<file path="src/rtl/pwm_capture.sv">
// pwm_capture
//   Measures an external PWM/pulse input in the clk domain. Each complete
//   period (rise to rise) is reported as a period / high-time pair with a
//   one-cycle meas_valid strobe. An input with no edges for TIMEOUT cycles
//   raises timeout, and level holds the static input level at that point.
//
// Ports
//   clk        in   single clock domain
//   rst_n      in   asynchronous active-low reset
//   pwm_in     in   asynchronous PWM input (2-flop synchronized)
//   enable     in   low holds the block in IDLE (synchronous clear)
//   period     out  [CNT_W] cycles between consecutive detected rises
//   high_time  out  [CNT_W] cycles from a rise to the following fall
//   meas_valid out  one-cycle strobe: period/high_time updated
//   timeout    out  no edge seen for TIMEOUT cycles
//   level      out  synchronized input level captured on timeout
module pwm_capture #(
  parameter int unsigned CNT_W   = 24,
  parameter int unsigned TIMEOUT = 12_000_000
) (
  input  logic             clk,
  input  logic             rst_n,
  input  logic             pwm_in,
  input  logic             enable,
  output logic [CNT_W-1:0] period,
  output logic [CNT_W-1:0] high_time,
  output logic             meas_valid,
  output logic             timeout,
  output logic             level
);

  typedef enum logic [1:0] {
    IDLE  = 2'd0,
    HIGH  = 2'd1,
    LOW   = 2'd2,
    STUCK = 2'd3
  } state_t;

  localparam logic [CNT_W-1:0] TO_CNT = CNT_W'(TIMEOUT);
  localparam logic [CNT_W-1:0] ONE    = CNT_W'(1);

  logic             s0, s1, prev;
  logic             rise, fall;
  state_t           state, state_d;
  logic [CNT_W-1:0] cnt, cnt_d, cnt_inc;
  logic [CNT_W-1:0] hi_lat, hi_lat_d;
  logic [CNT_W-1:0] period_d, high_time_d;
  logic             meas_valid_d, timeout_d, level_d;

  assign rise = s1 & ~prev;
  assign fall = ~s1 & prev;

  // Saturating increment: a fall landing exactly on cnt==TIMEOUT moves to
  // LOW without a timeout, so the count must not step past TIMEOUT there.
  assign cnt_inc = (cnt == TO_CNT) ? cnt : cnt + ONE;

  always_ff @(posedge clk or negedge rst_n) begin
    if (!rst_n) begin
      s0   <= 1'b0;
      s1   <= 1'b0;
      prev <= 1'b0;
    end else begin
      s0   <= pwm_in;
      s1   <= s0;
      prev <= s1;
    end
  end

  always_ff @(posedge clk or negedge rst_n) begin
    if (!rst_n) begin
      state      <= IDLE;
      cnt        <= '0;
      hi_lat     <= '0;
      period     <= '0;
      high_time  <= '0;
      meas_valid <= 1'b0;
      timeout    <= 1'b0;
      level      <= 1'b0;
    end else begin
      state      <= state_d;
      cnt        <= cnt_d;
      hi_lat     <= hi_lat_d;
      period     <= period_d;
      high_time  <= high_time_d;
      meas_valid <= meas_valid_d;
      timeout    <= timeout_d;
      level      <= level_d;
    end
  end

  always_comb begin
    state_d      = state;
    cnt_d        = cnt;
    hi_lat_d     = hi_lat;
    period_d     = period;
    high_time_d  = high_time;
    meas_valid_d = 1'b0;
    level_d      = level;

    if (!enable) begin
      state_d = IDLE;
      cnt_d   = '0;
    end else begin
      case (state)
        IDLE: begin
          // cnt doubles as the idle timer; any edge restarts it
          if (rise) begin
            cnt_d   = ONE;
            state_d = HIGH;
          end else if (fall) begin
            cnt_d = ONE;
          end else if (cnt == TO_CNT) begin
            level_d = s1;
            state_d = STUCK;
          end else begin
            cnt_d = cnt_inc;
          end
        end
        HIGH: begin
          if (fall) begin
            hi_lat_d = cnt;
            cnt_d    = cnt_inc;
            state_d  = LOW;
          end else if (cnt == TO_CNT) begin
            level_d = 1'b1;
            state_d = STUCK;
          end else begin
            cnt_d = cnt_inc;
          end
        end
        LOW: begin
          if (rise) begin
            period_d     = cnt;
            high_time_d  = hi_lat;
            meas_valid_d = 1'b1;
            cnt_d        = ONE;
            state_d      = HIGH;
          end else if (cnt == TO_CNT) begin
            level_d = 1'b0;
            state_d = STUCK;
          end else begin
            cnt_d = cnt_inc;
          end
        end
        STUCK: begin
          if (rise) begin
            cnt_d   = ONE;
            state_d = HIGH;
          end else if (fall) begin
            cnt_d   = '0;
            state_d = IDLE;
          end
        end
        default: state_d = IDLE;
      endcase
    end

    timeout_d = (state_d == STUCK);
  end

endmodule

</file>
<file path="config.mk">
export PLATFORM = sky130hd
export DESIGN_NAME = pwm_capture
export DESIGN_NICKNAME = d
export VERILOG_FILES = /design/src/rtl/pwm_capture.sv
export SDC_FILE = /design/constraint.sdc
export NUM_CORES = 1
export LEC_CHECK = 0
export CAP_MARGIN = 20
export CORE_ASPECT_RATIO = 0.75
export CORE_MARGIN = 1
export CORE_UTILIZATION = 26
export CTS_CLUSTER_DIAMETER = 80
export DETAILED_ROUTE_END_ITERATION = 8
export HOLD_SLACK_MARGIN = 0.1
export SYNTH_ARGS = -nofsm -noshare
export SYNTH_HDL_FRONTEND = slang
export SYNTH_SLANG_ARGS = --single-unit
</file>
<file path="constraint.sdc">
create_clock -name clk -period 6.5 [get_ports clk]
set_clock_uncertainty 0.15 [all_clocks]
set_input_delay 1.3 -clock clk [delete_from_list [all_inputs] [get_ports clk]]
set_output_delay 1.3 -clock clk [all_outputs]
set_load 0.01 [all_outputs]
</file>
==> results.md, run 1 <==
- Top cell type's share of synthesized area: 58.13%
- Crit Path Max Fanout: 17
- Iter 0 DRT Violations: 172
- Resized cells post-CTS: 0
- Area of the multi-input gates: 0.001752 sq mm
- Setup slack after placement: 2.937 ns
- Netlist cell types: 44
- Max Clk Rate: 307.9 MHz
- Min Clock Period, post-route: 3.248 ns
- Worst path required time: 6.63 ns
- Chip width: 153.5 um
- Hold Buf Count CTS: 0
- Slew margin rel.: 38.85%
- Fin worst setup slack: 3.252 ns
- Design Area, Final: 0.005544 sq mm
- Seq/Total Area, Yosys: 58.13%
- DRC: 0
- Via density: 4.708
- Clock sink count: 104
- First-pass GRT wire length: 15800 um
- Clock slew at reported path FFs: 0.06 ns
- Max VDD drop: 0.1226 mV
- Placer congestion estimate: 0.8345
- Number of global-route vias before repair: 3005
- Nets: 432
- Crit. End Element: flop
- Die Area: 0.01775 sq mm
- Status: completed
- H-tree lvl count: 3
- Post-DP Area: 0.005233 sq mm
- Area delta synth->final: 23.84%
- Power density over cell area: 228.3 mW/mm^2
- Ys flop type: dfrtp_1
- Worst skew pair latency: 0.34 ns
- DR WL/cell: 14.85 um
- Root Driver: clkbuf_16
- Inst Count DP: 626
- Post-synth EDFFs: 0
- Setup Buffers After CTS: 0
- Async set or reset register ratio after synthesis: 100.0%
- Synth Area in XOR/XNOR: 1.956%
- Total CTS buffers: 9
- Worst Setup Start Kind: input pin
- N_diodes: 0
- Post-synthesis simple-gate area fraction: 12.05%
- Fraction of layout cells with a size suffix above 1: 19.72%
- Leading area contributor after synthesis: dfrtp_1
- FP Rows: 41
- Via count: 3018
- Non-Filler Instances: 641
- Worst min-delay path category: reg2reg
- Synth Warn #: 0
- Post-DP HPWL: 6750 um
- Die Y: 115.6 um
- Total leakage power: 0.002464 uW
- Fin. Hold Viols: 0
- Cell Area, Synth: 0.004477 sq mm
- Avg Cell Area, Syn: 12.07 sq um
- Crit Path Category: in2reg
- Ports: 55
- Commonest non-fill, non-tap cell in the layout: dfrtp_1
- IO buf count: 54
- Worst Tran Pin Value: 0.9102 ns
- Post-synthesis net count: 381
- Gr ovfl total: 0
- Top post-synthesis cells by area: dfrtp_1, mux2_2, o21ai_0
- Maxcap violations: 0
- Mapped Cells: 371
- Mux cell area share after synthesis: 15.82%
- Critical Path AT: 3.38 ns
- CTS tree: yes
- Routed Antenna Nets: 0
- Post-Synth Adder-Cell Area: 1.677%
- Total negative slack: 0 ns
- WL final: 9520 um
- Main combinational cell family by area after synthesis: multiplexers
- First-pass detailed-route iteration total: 4
- Crit share post-route: 49.96%
- Fillers: 1694
- Sequential cell area: 0.002603 sq mm
- Compound-Gate Fraction of Synth Area: 7.518%
- Core box area: 0.01683 sq mm
- Seq cells post-synth: 104
- CTS max path bufs: 2
- Most frequent cells in the layout: dfrtp_1, mux2_2, clkdlybuf4s50_1
- Antenna violations before repair: 0
- Total GRT Usage: 11.39%
- Largest net degree at the start of global routing: 63
- Unrepaired setup endpoints after global routing: no
- Final setup fails: 0
- Max-slew violation count: 0
- Initial Utilization: 26.61%
## routing by layer
metal / GRT usage, % / vias to the layer above / wire length (um)
met5: 0 / - / 0
met4: 3.000 / 0 / 87
met3: 3.328 / 9 / 466
met2: 17.06 / 70 / 4107
met1: 16.07 / 1514 / 4859
li1: - / 1425 / -
## logic make-up after synthesis
group | count (synthesis)
and+or+nand+nor | 105
DFF | 104
muxes | 63
AOI/OAI and AO/OA | 54
buffers and inverters | 29
xor gates and xnor gates | 10
adders and majority gates | 6
## critical path, stage by stage
cell and delay, ns:
clkdlybuf4s50_1 0.62, nand2_1 0.13, or3_1 0.48, and2_4 0.26, or4_1 0.50, nand2_1 0.08
## final timing paths
path                           from            end  slack [ns]  depth (start not counted)
min in group asynchronous     rst_n  high_time[17]        0.79                          1
min reg2reg                      s0             s1        0.21                          0
max                          enable        cnt[16]        3.25                          6
min                              s0             s1        0.21                          0
max in group asynchronous     rst_n           prev        4.26                          2
max reg2reg                state[1]        cnt[16]        3.93                          7
## synthesized netlist by cell type (2+ instances only)
library cell and instances:
o31ai_1 3, nor2b_1 3, xnor2_1 9, o21ai_0 23
ha_1 6, clkbuf_1 13, a21oi_1 11, nand2b_1 7
o22ai_1 2, buf_2 3, nor2_1 17, nand4_1 8
a221o_1 2, and4_1 2, dfrtp_1 104, nor3_1 6
nor4b_1 2, buf_6 2, and3_1 4, nand3_1 7
nor4_1 8, nand2_1 30, and2_1 2, or3_1 6
inv_1 11, mux2_2 62
## sequential cells by signal, summed over array words and instances (netlist names), 2 cells and up
signal     flops
state          2
hi_lat        24
high_time     24
cnt           24
period        24
## final cells by class
type	instances	share of cell area, %
inverters	11	0.7448
multi-input cells	238	31.60
clock inverters	5	1.490
clock buffers	10	4.130
flip-flops and latches	104	46.94
repair buffers	58	10.25
well taps	215	4.852
## metrics by stage
| stage | hold slack [ns] | util (%) | power [uW] |
|---|---|---|---|
| after CTS | 0.2124 | 32.95 | 1287 |
| final | 0.2069 | 32.95 | 1266 |
| after global placement | 0.1870 | 31.10 | 715.0 |
| after detailed placement | 0.1977 | 31.10 | 716.4 |
| after floorplan | 0.1812 | - | 695.1 |
| after global routing | 0.2151 | 32.95 | 1317 |
## report_power, final
| group | total (uW) | internal (uW) | switching (uW) | leakage, uW |
|---|---|---|---|---|
| sequential | 656 | 652 | 4.22 | 0.00144 |
| clock | 563 | 336 | 227 | 0.000153 |
| combinational | 46.7 | 14.4 | 32.2 | 0.000868 |
| total | 1270 | 1000 | 263 | 0.00246 |
Power figures use the tool's default switching activity.
==> inputs of run 2 (changes only) <==
==> constraint.sdc (replaced) <==
create_clock -name clk -period 2.9 [get_ports clk]
set_clock_uncertainty 0.15 [all_clocks]
set_input_delay 0.58 -clock clk [delete_from_list [all_inputs] [get_ports clk]]
set_output_delay 0.58 -clock clk [all_outputs]
set_load 0.01 [all_outputs]
==> run 2 against run 1 <==
Net effect:
- combinational power is 150% higher
- first-iteration DRC count is 4.1% lower
- wire length up 3.1%
- non-clock buffer count grew 12
- final cell count up 2.0%
- register-to-register slack lost 3.4 ns
- largest power group unchanged
- worst hold slack got worse by 0.0015 ns
- largest cell class unchanged
- core utilization rose by 0.44 points
- final area is 1.3% higher
==> results.md, run 2 (same netlist as run 1, synthesis figures left out) <==
- Status: completed
- Inst Count DP: 637 (+1.8%)
- First-pass detailed-route iteration total: 5 (+1)
- Core box area: 0.01683 sq mm (unchanged)
- Fraction of layout cells with a size suffix above 1: 21.87% (+2.1 points)
- Fin worst setup slack: 0.5184 ns (-2.734 ns)
- Fillers: 1668 (-1.5%)
- Max-slew violation count: 0 (unchanged)
- Root Driver: clkbuf_16
- First-pass GRT wire length: 16410 um (+3.8%)
- Gr ovfl total: 0 (unchanged)
- Non-Filler Instances: 654 (+2.0%)
- IO buf count: 54 (unchanged)
- Nets: 444 (+2.8%)
- Initial Utilization: 26.61% (unchanged)
- DRC: 0 (unchanged)
- Clock sink count: 104 (unchanged)
- Total negative slack: 0 ns (unchanged)
- Largest net degree at the start of global routing: 39 (-38%)
- FP Rows: 41 (unchanged)
- CTS tree: yes
- CP peak stage delay: 0.51 ns (-0.11 ns)
- Worst Setup Start Kind: flop
- Setup slack after placement: 0.3699 ns (-2.567 ns)
- Slowest CP cell: or4_1
- DR WL/cell: 15.01 um (+1.1%)
- Crit Path Max Fanout: 10 (-7)
- Internal: 2096 uW (+110%)
- Antenna violations before repair: 0 (unchanged)
- Crit path to: cnt[16]
- Unrepaired setup endpoints after global routing: no
- Reg2reg path depth: 7 (unchanged)
- Total GRT Usage: 11.89% (+0.50 points)
- Min Clock Period, post-route: 2.382 ns
- WL final: 9816 um (+3.1%)
- Clk network pwr share: 42.0% (-2.5 points)
- CTS max path bufs: 2 (unchanged)
- FF-to-FF Start: state[0]
- Hold path start: s0
- Post-DP Area: 0.005328 sq mm (+1.8%)
- N_diodes: 0 (unchanged)
- Crit share post-route: 82.12%
- Commonest non-fill, non-tap cell in the layout: dfrtp_1
- Area delta synth->final: 25.49%
- Reg2reg end: cnt[16]
- Iter 0 DRT Violations: 165 (-4.1%)
- Placer congestion estimate: 0.8772 (+5.1%)
- Most frequent cells in the layout: dfrtp_1, mux2_2, clkdlybuf4s50_1
- Total CTS buffers: 9 (unchanged)
- Worst skew pair latency: 0.35 ns (about the same)
- Switching share of power: 23.27% (+2.5 points)
- Worst Tran Pin Value: 0.5198 ns (-0.3904 ns)
- Ports: 55 (unchanged)
- Die Area: 0.01775 sq mm (unchanged)
- Max VDD drop: 0.2505 mV (+100%)
- Clock slew at reported path FFs: 0.07 ns (about the same)
- Die Y: 115.6 um (unchanged)
- Slew margin rel.: 65.28% (+26 points)
- H-tree lvl count: 3 (unchanged)
- Comb pwr share: 4.2% (+0.5 points)
- Setup crit start: state[0]
- Area of the multi-input gates: 0.001752 sq mm (unchanged)
- Final setup fails: 0 (unchanged)
- Fin. Hold Viols: 0 (unchanged)
- Number of global-route vias before repair: 3133 (+4.3%)
- Setup Buffers After CTS: 0 (unchanged)
- Routed Antenna Nets: 0 (unchanged)
- Design Area, Final: 0.005618 sq mm (+1.3%)
- Worst-path cell chain: inv_1, ha_1, nand2b_1, a221o_1, and2_4, or4_1, nand2_1
- Chip width: 153.5 um (unchanged)
- Total leakage power: 0.002510 uW (+1.9%)
- Switch Pwr: 635.7 uW (+140%)
- Worst path required time: 3.03 ns (-3.60 ns)
- Max Clk Rate: 419.9 MHz
- Post-DP HPWL: 7152 um (+6.0%)
- Critical Path AT: 2.51 ns (-0.87 ns)
- Power density over cell area: 486.3 mW/mm^2 (+110%)
- Crit. End Element: flop
- Maxcap violations: 0 (unchanged)
- Crit Path Category: reg2reg
- Sequential share of power: 53.8% (+2.0 points)
- Via count: 3102 (+2.8%)
- Sequential cell area: 0.002603 sq mm (unchanged)
- Worst min-delay path category: reg2reg
- Via density: 4.743 (+0.74%)
- Setup slack, reg-to-reg: 0.52 ns (-3.41 ns)
run 2: cell types whose count changed in the layout (fill, tap and decap cells not counted):
| cell | change |
|---|---|
| bufinv_16 | -2 |
| buf_12 | +1 |
| inv_6 | +1 |
| inv_8 | +1 |
| buf_4 | +10 |
| clkinv_4 | +1 |
| dlygate4sd3_1 | +1 |
run 2: final cells by class:
cell class                 instances  area share (%)
timing repair buffer              70           11.98
tap                              215           4.788
multi-input combinational        238           31.18
clock buffer                      10           4.076
sequential                       104           46.33
clock inverter                     6          0.9131
inverter                          11          0.7350
run 2: power by group through the flow:
stage          registers, uW  logic [uW]  clock network [uW]
3_5_place_dp            1500         117                   0
6_report                1470         116                1150
5_1_grt                 1470         133                1250
2_1_floorplan           1500        62.4                   0
3_3_place_gp            1500         114                   0
4_1_cts                 1470         119                1190
run 2: worst min-delay path by stage:
stage,endpoint,slack [ns],cells past startpoint
4_1_cts,s1,0.21,0
5_1_grt,s1,0.22,0
6_report,s1,0.21,0
3_5_place_dp,s1,0.19,0
3_3_place_gp,s1,0.19,0
2_1_floorplan,cnt[0],0.13,0
run 2: metal layers:
| layer | track usage (%) | vias up | share of wire (%) |
|---|---|---|---|
| met4 | 3.667 | 0 | 1.3 |
| met5 | 0 | - | 0 |
| met2 | 18.06 | 86 | 44 |
| li1 | - | 1464 | - |
| met1 | 16.45 | 1537 | 49 |
| met3 | 3.366 | 15 | 5.5 |
run 2: what timing repair did:
action,CTS,global route
hold buffers,1,0
resized for setup,0,0
hold endpoints to repair,35,0
run 2: critical path, delay by kind of cell, from the launching register on:
| kind | cells | cell delay, ns |
|---|---|---|
| buffers and inverters | 1 | 0.09 |
| flip-flops | 1 | 0.42 |
| AO/OA/AOI/OAI | 1 | 0.36 |
| AND/OR/NAND/NOR | 4 | 0.99 |
| adder cells (fa/ha/maj) | 1 | 0.31 |
run 2: through the flow:
stage | power [uW] | hold WS, ns | utilization (%)
after floorplan | 1558 | 0.1344 | -
after global routing | 2858 | 0.2197 | 33.39
final | 2732 | 0.2054 | 33.39
after detailed placement | 1615 | 0.1925 | 31.66
after CTS | 2774 | 0.2086 | 33.39
after global placement | 1612 | 0.1901 | 31.66
==> inputs of run 3 (changes only) <==
==> constraint.sdc (replaced) <==
create_clock -name clk -period 2.3 [get_ports clk]
set_clock_uncertainty 0.15 [all_clocks]
set_input_delay 0.46 -clock clk [delete_from_list [all_inputs] [get_ports clk]]
set_output_delay 0.46 -clock clk [all_outputs]
set_load 0.01 [all_outputs]
==> run 3 against run 2 <==
Net effect:
- highest routed layer unchanged
- largest cell class unchanged
- combinational power is 36% higher
- fmax rose by 9.5%
- final area rose by 3.2%
- sequential power rose by 26%
- wire length increased by 1.3%
- via count increased by 1.3%
- final cell count rose by 2.3%
- non-clock buffer count increased by 15
- critical path type unchanged
==> results.md, run 3 (same netlist as run 1, synthesis figures left out) <==
- Crit Path Category: reg2reg
- Fillers: 1657 (-0.66%)
- CTS max path bufs: 2 (unchanged)
- Critical path's top delay family: compound AO/OA/AOI/OAI gates
- Via density: 4.698 (-0.95%)
- Power density over cell area: 606.1 mW/mm^2 (+25%)
- Worst skew pair latency: 0.35 ns (about the same)
- Worst min-delay path category: reg2reg
- Setup slack after placement: -0.07137 ns (-0.4413 ns)
- Crit. End Element: flop
- Internal: 2668 uW (+27%)
- Chip width: 153.5 um (unchanged)
- Max-slew violation count: 0 (unchanged)
- DR WL/cell: 14.87 um (-0.96%)
- Worst-path cell chain: inv_1, ha_2, o31ai_1, a221o_1, and2_4, buf_4, a211oi_1, a41o_1
- Core box area: 0.01683 sq mm (unchanged)
- Fin worst setup slack: 0.1242 ns (-0.3942 ns)
- Slew margin rel.: 65.94% (+0.66 points)
- Crit Path Max Fanout: 16 (+6)
- Switch Pwr: 846.8 uW (+33%)
- First-pass GRT wire length: 16700 um (+1.8%)
- CTS tree: yes
- Reg2reg end: cnt[1]
- Switching share of power: 24.10% (+0.83 points)
- Setup slack, reg-to-reg: 0.12 ns (-0.39 ns)
- Routed wl met3: 502 um (-7.2%)
- Iter 0 DRT Violations: 197 (+19%)
- Number of global-route vias before repair: 3214 (+2.6%)
- Critical Path AT: 2.27 ns (-0.24 ns)
- Antenna violations before repair: 0 (unchanged)
- Sequential share of power: 52.7% (-1.1 points)
- WL met1: 5105 um (+5.1%)
- WHS: 0.2038 ns (-0.001577 ns)
- Die Area: 0.01775 sq mm (unchanged)
- Max VDD drop: 0.2915 mV (+16%)
- Clock sink count: 104 (unchanged)
- Worst Tran Pin Value: 0.5109 ns (-0.008886 ns)
- Total power: 3514 uW (+29%)
- Initial Utilization: 26.61% (unchanged)
- Nets: 459 (+3.4%)
- Ports: 55 (unchanged)
- Root Driver: clkbuf_16
- N_diodes: 0 (unchanged)
- Comb pwr share: 4.5% (+0.3 points)
- Total leakage power: 0.002619 uW (+4.3%)
- Inst Count DP: 652 (+2.4%)
- Fin. Hold Viols: 0 (unchanged)
- Worst path required time: 2.39 ns (-0.64 ns)
- FF-to-FF Start: state[0]
- Maxcap violations: 0 (unchanged)
- Die Y: 115.6 um (unchanged)
- First-pass detailed-route iteration total: 5 (unchanged)
- H-tree lvl count: 3 (unchanged)
- Min Clock Period, post-route: 2.176 ns (-0.2058 ns)
- CP peak stage delay: 0.42 ns (-0.09 ns)
- Total CTS buffers: 9 (unchanged)
- DRC: 0 (unchanged)
- Reg2reg path depth: 8 (+1)
- Status: completed
- Post-DP HPWL: 7077 um (-1.1%)
- Clock slew at reported path FFs: 0.07 ns (about the same)
- WL final: 9945 um (+1.3%)
- Worst path buffer plus inverter count: 2 (+1)
- Crit share post-route: 94.60% (+12 points)
- Via count: 3143 (+1.3%)
- Slowest CP cell: dfrtp_1
- WP depth: 8 (+1)
- Total GRT Usage: 12.12% (+0.23 points)
- Area delta synth->final: 29.51%
- Crit path to: cnt[1]
- Final setup fails: 0 (unchanged)
- Max Clk Rate: 459.6 MHz (+9.5%)
- Most frequent cells in the layout: dfrtp_1, mux2_2, clkdlybuf4s50_1
- Cell count of the worst hold path: 0 (unchanged)
- FP Rows: 41 (unchanged)
- Placer congestion estimate: 0.8234 (-6.1%)
- Highest metal used: met4
- Largest net degree at the start of global routing: 96 (+150%)
- Unrepaired setup endpoints after global routing: no
- Fraction of layout cells with a size suffix above 1: 25.33% (+3.5 points)
- Gr ovfl total: 0 (unchanged)
- Commonest non-fill, non-tap cell in the layout: dfrtp_1
- Worst Setup Start Kind: flop
- Setup crit start: state[0]
- Routed Antenna Nets: 0 (unchanged)
- IO buf count: 54 (unchanged)
- Clk network pwr share: 42.8% (+0.8 points)
- Non-Filler Instances: 669 (+2.3%)
- DR WL met2: 4305 um (+0.40%)
[run 3: changes by cell type in the layout (fill, tap and decap cells not counted), sizes merged]
cell | before | now
clkinvlp | 0 | 1
buf | 16 | 31
clkbuf | 10 | 9
clkinv | 4 | 3
inv | 13 | 14
[run 3: repair_timing]
action                                 4_1_cts  5_1_grt
endpoints found under the hold margin        9        0
setup endpoints to repair                    0        6
hold buffers                                 1        0
resized for setup                            0        1
buffers inserted                             0        0
[run 3: how the worst min path moves through the flow]
| stage | slack [ns] | from | endpoint |
|---|---|---|---|
| after floorplan | 0.01 | rst_n | cnt[0] |
| after global placement | 0.15 | rst_n | high_time[19] |
| after detailed placement | 0.15 | rst_n | high_time[19] |
| after CTS | 0.21 | s0 | s1 |
| after global routing | 0.23 | s0 | s1 |
| final | 0.20 | s0 | s1 |
[run 3: stage by stage]
stage               TNS [ns]  util, %  instance area (sq um)
floorplan                  0        -                   4494
global placement    -0.04710    32.61                   5488
detailed placement   -0.1578    32.61                   5488
CTS                        0    34.44                   5796
global route               0    34.46                   5798
finish                     0    34.46                   5798
[run 3: power groups by stage]
stage	combinational, uW	clock (uW)	sequential, uW
after CTS	162	1560	1850
after global routing	182	1640	1850
after detailed placement	160	0	1890
after floorplan	82.8	0	1890
final	158	1510	1850
after global placement	156	0	1890
[run 3: area by class of cell]
| type | count | area (sq um) | area share, % |
|---|---|---|---|
| timing repair buffer | 85 | 823.3 | 14.20 |
| tap | 215 | 269.0 | 4.640 |
| sequential | 104 | 2603 | 44.89 |
| clock inverter | 7 | 72.57 | 1.252 |
| clock buffer | 9 | 225.2 | 3.884 |
| multi-input combinational | 238 | 1764 | 30.43 |
| inverter | 11 | 41.29 | 0.7121 |
[run 3: worst register-to-register path, delay by kind of cell (launching register included)]
| kind | cells | cell delay (ns) |
|---|---|---|
| buf+inv | 2 | 0.30 |
| flops | 1 | 0.42 |
| simple gates | 1 | 0.14 |
| fa+ha+maj | 1 | 0.26 |
| compound gates | 4 | 0.80 |
[run 3: routing by layer]
layer  up-vias  track usage (%)
met2        70            18.73
met3         2            3.553
met1      1572            16.47
li1       1499                -
met5         -                0
met4         0            3.667
==> patch, RTL diff (config.mk and constraints of run 3) <==
Compare `cnt` against `TO_CNT` with >= in place of ==. Comments in the files are not updated.
--- a/src/rtl/pwm_capture.sv
+++ b/src/rtl/pwm_capture.sv
@@ -136,5 +136,5 @@
             cnt_d        = ONE;
             state_d      = HIGH;
-          end else if (cnt == TO_CNT) begin
+          end else if (cnt >= TO_CNT) begin
             level_d = 1'b0;
             state_d = STUCK;
Function: no difference found for any inputs over 10 cycles, from zero or initial values and one cycle with rst_n low; that may be too few to reach the edited logic, so the function may still have changed.
==> patch against run 3 <==
- sequential share of layout area fell by 2.6 points
- synthesized area rose by 6.7%
- sequential cell count did not move
- worst setup slack got worse by 8.6 ps
- non-clock buffer count rose by 5
- via count rose by 12%
- cell area rose by 6.3%
- final cell count rose by 9.0%
- wire length rose by 13%
- critical endpoint is now cnt[5]
Power is not compared: it rests on default switching activity, and its combinational part moved more than twofold at a synthesized area within 25%.
==> patch: results (changes against run 3) <==
stage;metric;value;unit;change
outcome;run status;finished, final reports clean;;
synth;unique cell type count in the Yosys netlist;45;;+2.3%
place;placed cell count;711;;+9.0%
synth;Mapped Nets;421;;+10%
grt;GRT Total Usage;12.6;%;+0.47 points
synth;Synth Instances;409;;+10%
timing;final setup margin;116;ps;-8.57 ps
layout;layout cells sized above 1;28.5;%;+3.2 points
grt;wire length of the first global-routing pass;18300;µm;+9.8%
place;Detailed Place HPWL;7690;µm;+8.6%
synth;sequential-to-total area share from yosys stat;54.5;%;-3.7 points
worst_setup_path;Worst Path Max Fanout;23;;+7
layout;nets;494;;+7.6%
layout;Non-Filler Instances;729;;+9.0%
route;via/cell ratio;4.81;;+2.3%
worst_setup_path;Crit-path slowest cell;dfrtp_2;;
timing;Slew @ Worst Pin;423;ps;-87.8 ps
worst_hold_path;HP Class;reg -> reg;;
clock_tree;Clock Pin Slew Worst Setup and Hold Paths;70;ps;about the same
grt;vias in the first global route;3472;;+8.0%
route;initial drt markers;319;;+62%
route;Avg WL per Cell;15.4;µm;+3.4%
synth;leading cell types by count after synthesis;dfrtp_1 (104), mux2_2 (68), nand2_1 (27), o21ai_0 (27), clkbuf_1 (23);;
place;routability cong.;0.883;;+7.3%
grt;pin count of the biggest net entering global routing;55;;-43%
[patch: final cells by class]
type	count	area (µm²)
Clock buffer	13	270
Timing Repair Buffer	90	890
Sequential cell	104	2610
Multi-Input combinational cell	267	2040
Tap cell	242	303
Fill cell	1748	11600
Clock inverter	3	23.8
Inverter	10	37.5
[patch: worst paths after layout]
check                                end  startpoint  cells after the start
setup / recovery                  cnt[5]    state[1]                      8
hold / removal                        s1          s0                      0
setup reg to reg                  cnt[5]    state[1]                      8
hold reg to reg                       s1          s0                      0
max in group asynchronous             s1       rst_n                      3
min in group asynchronous  high_time[20]       rst_n                      2
[patch: per-layer routing]
layer  global-route usage (%)  vias up  share of wire, %
met5                        0        -                 0
met4                     3.79        0              0.73
met3                     3.49        9               5.4
met2                     17.9      106                44
met1                     18.3     1759                50
li1                         -     1631                 -
[patch: what timing repair did]
action | in CTS | in global routing
resized for setup | 0 | 14
setup endpoints to repair | 0 | 23
hold buffers | 1 | 0
endpoints found under the hold margin | 104 | 0
[patch: kinds of logic (layout without fill, tap and decap cells)]
group                      count (synthesis)  in the layout  share of synthesized area, %
and+or+nand+nor                           99             99                          10.5
buffers and inverters                     38            116                          3.48
DFF                                      104            104                          54.5
AOI/OAI and AO/OA                         91             91                          13.1
muxes                                     69             69                          16.3
adders and majority gates                  8              8                          2.10
[patch: power breakdown]
part	switching (µW)	internal, µW	leakage [µW]	total (µW)
clock	674	828	0.000138	1500
combinational	452	360	0.00126	812
sequential	63.8	1900	0.00144	1970
total	1190	3090	0.00283	4280
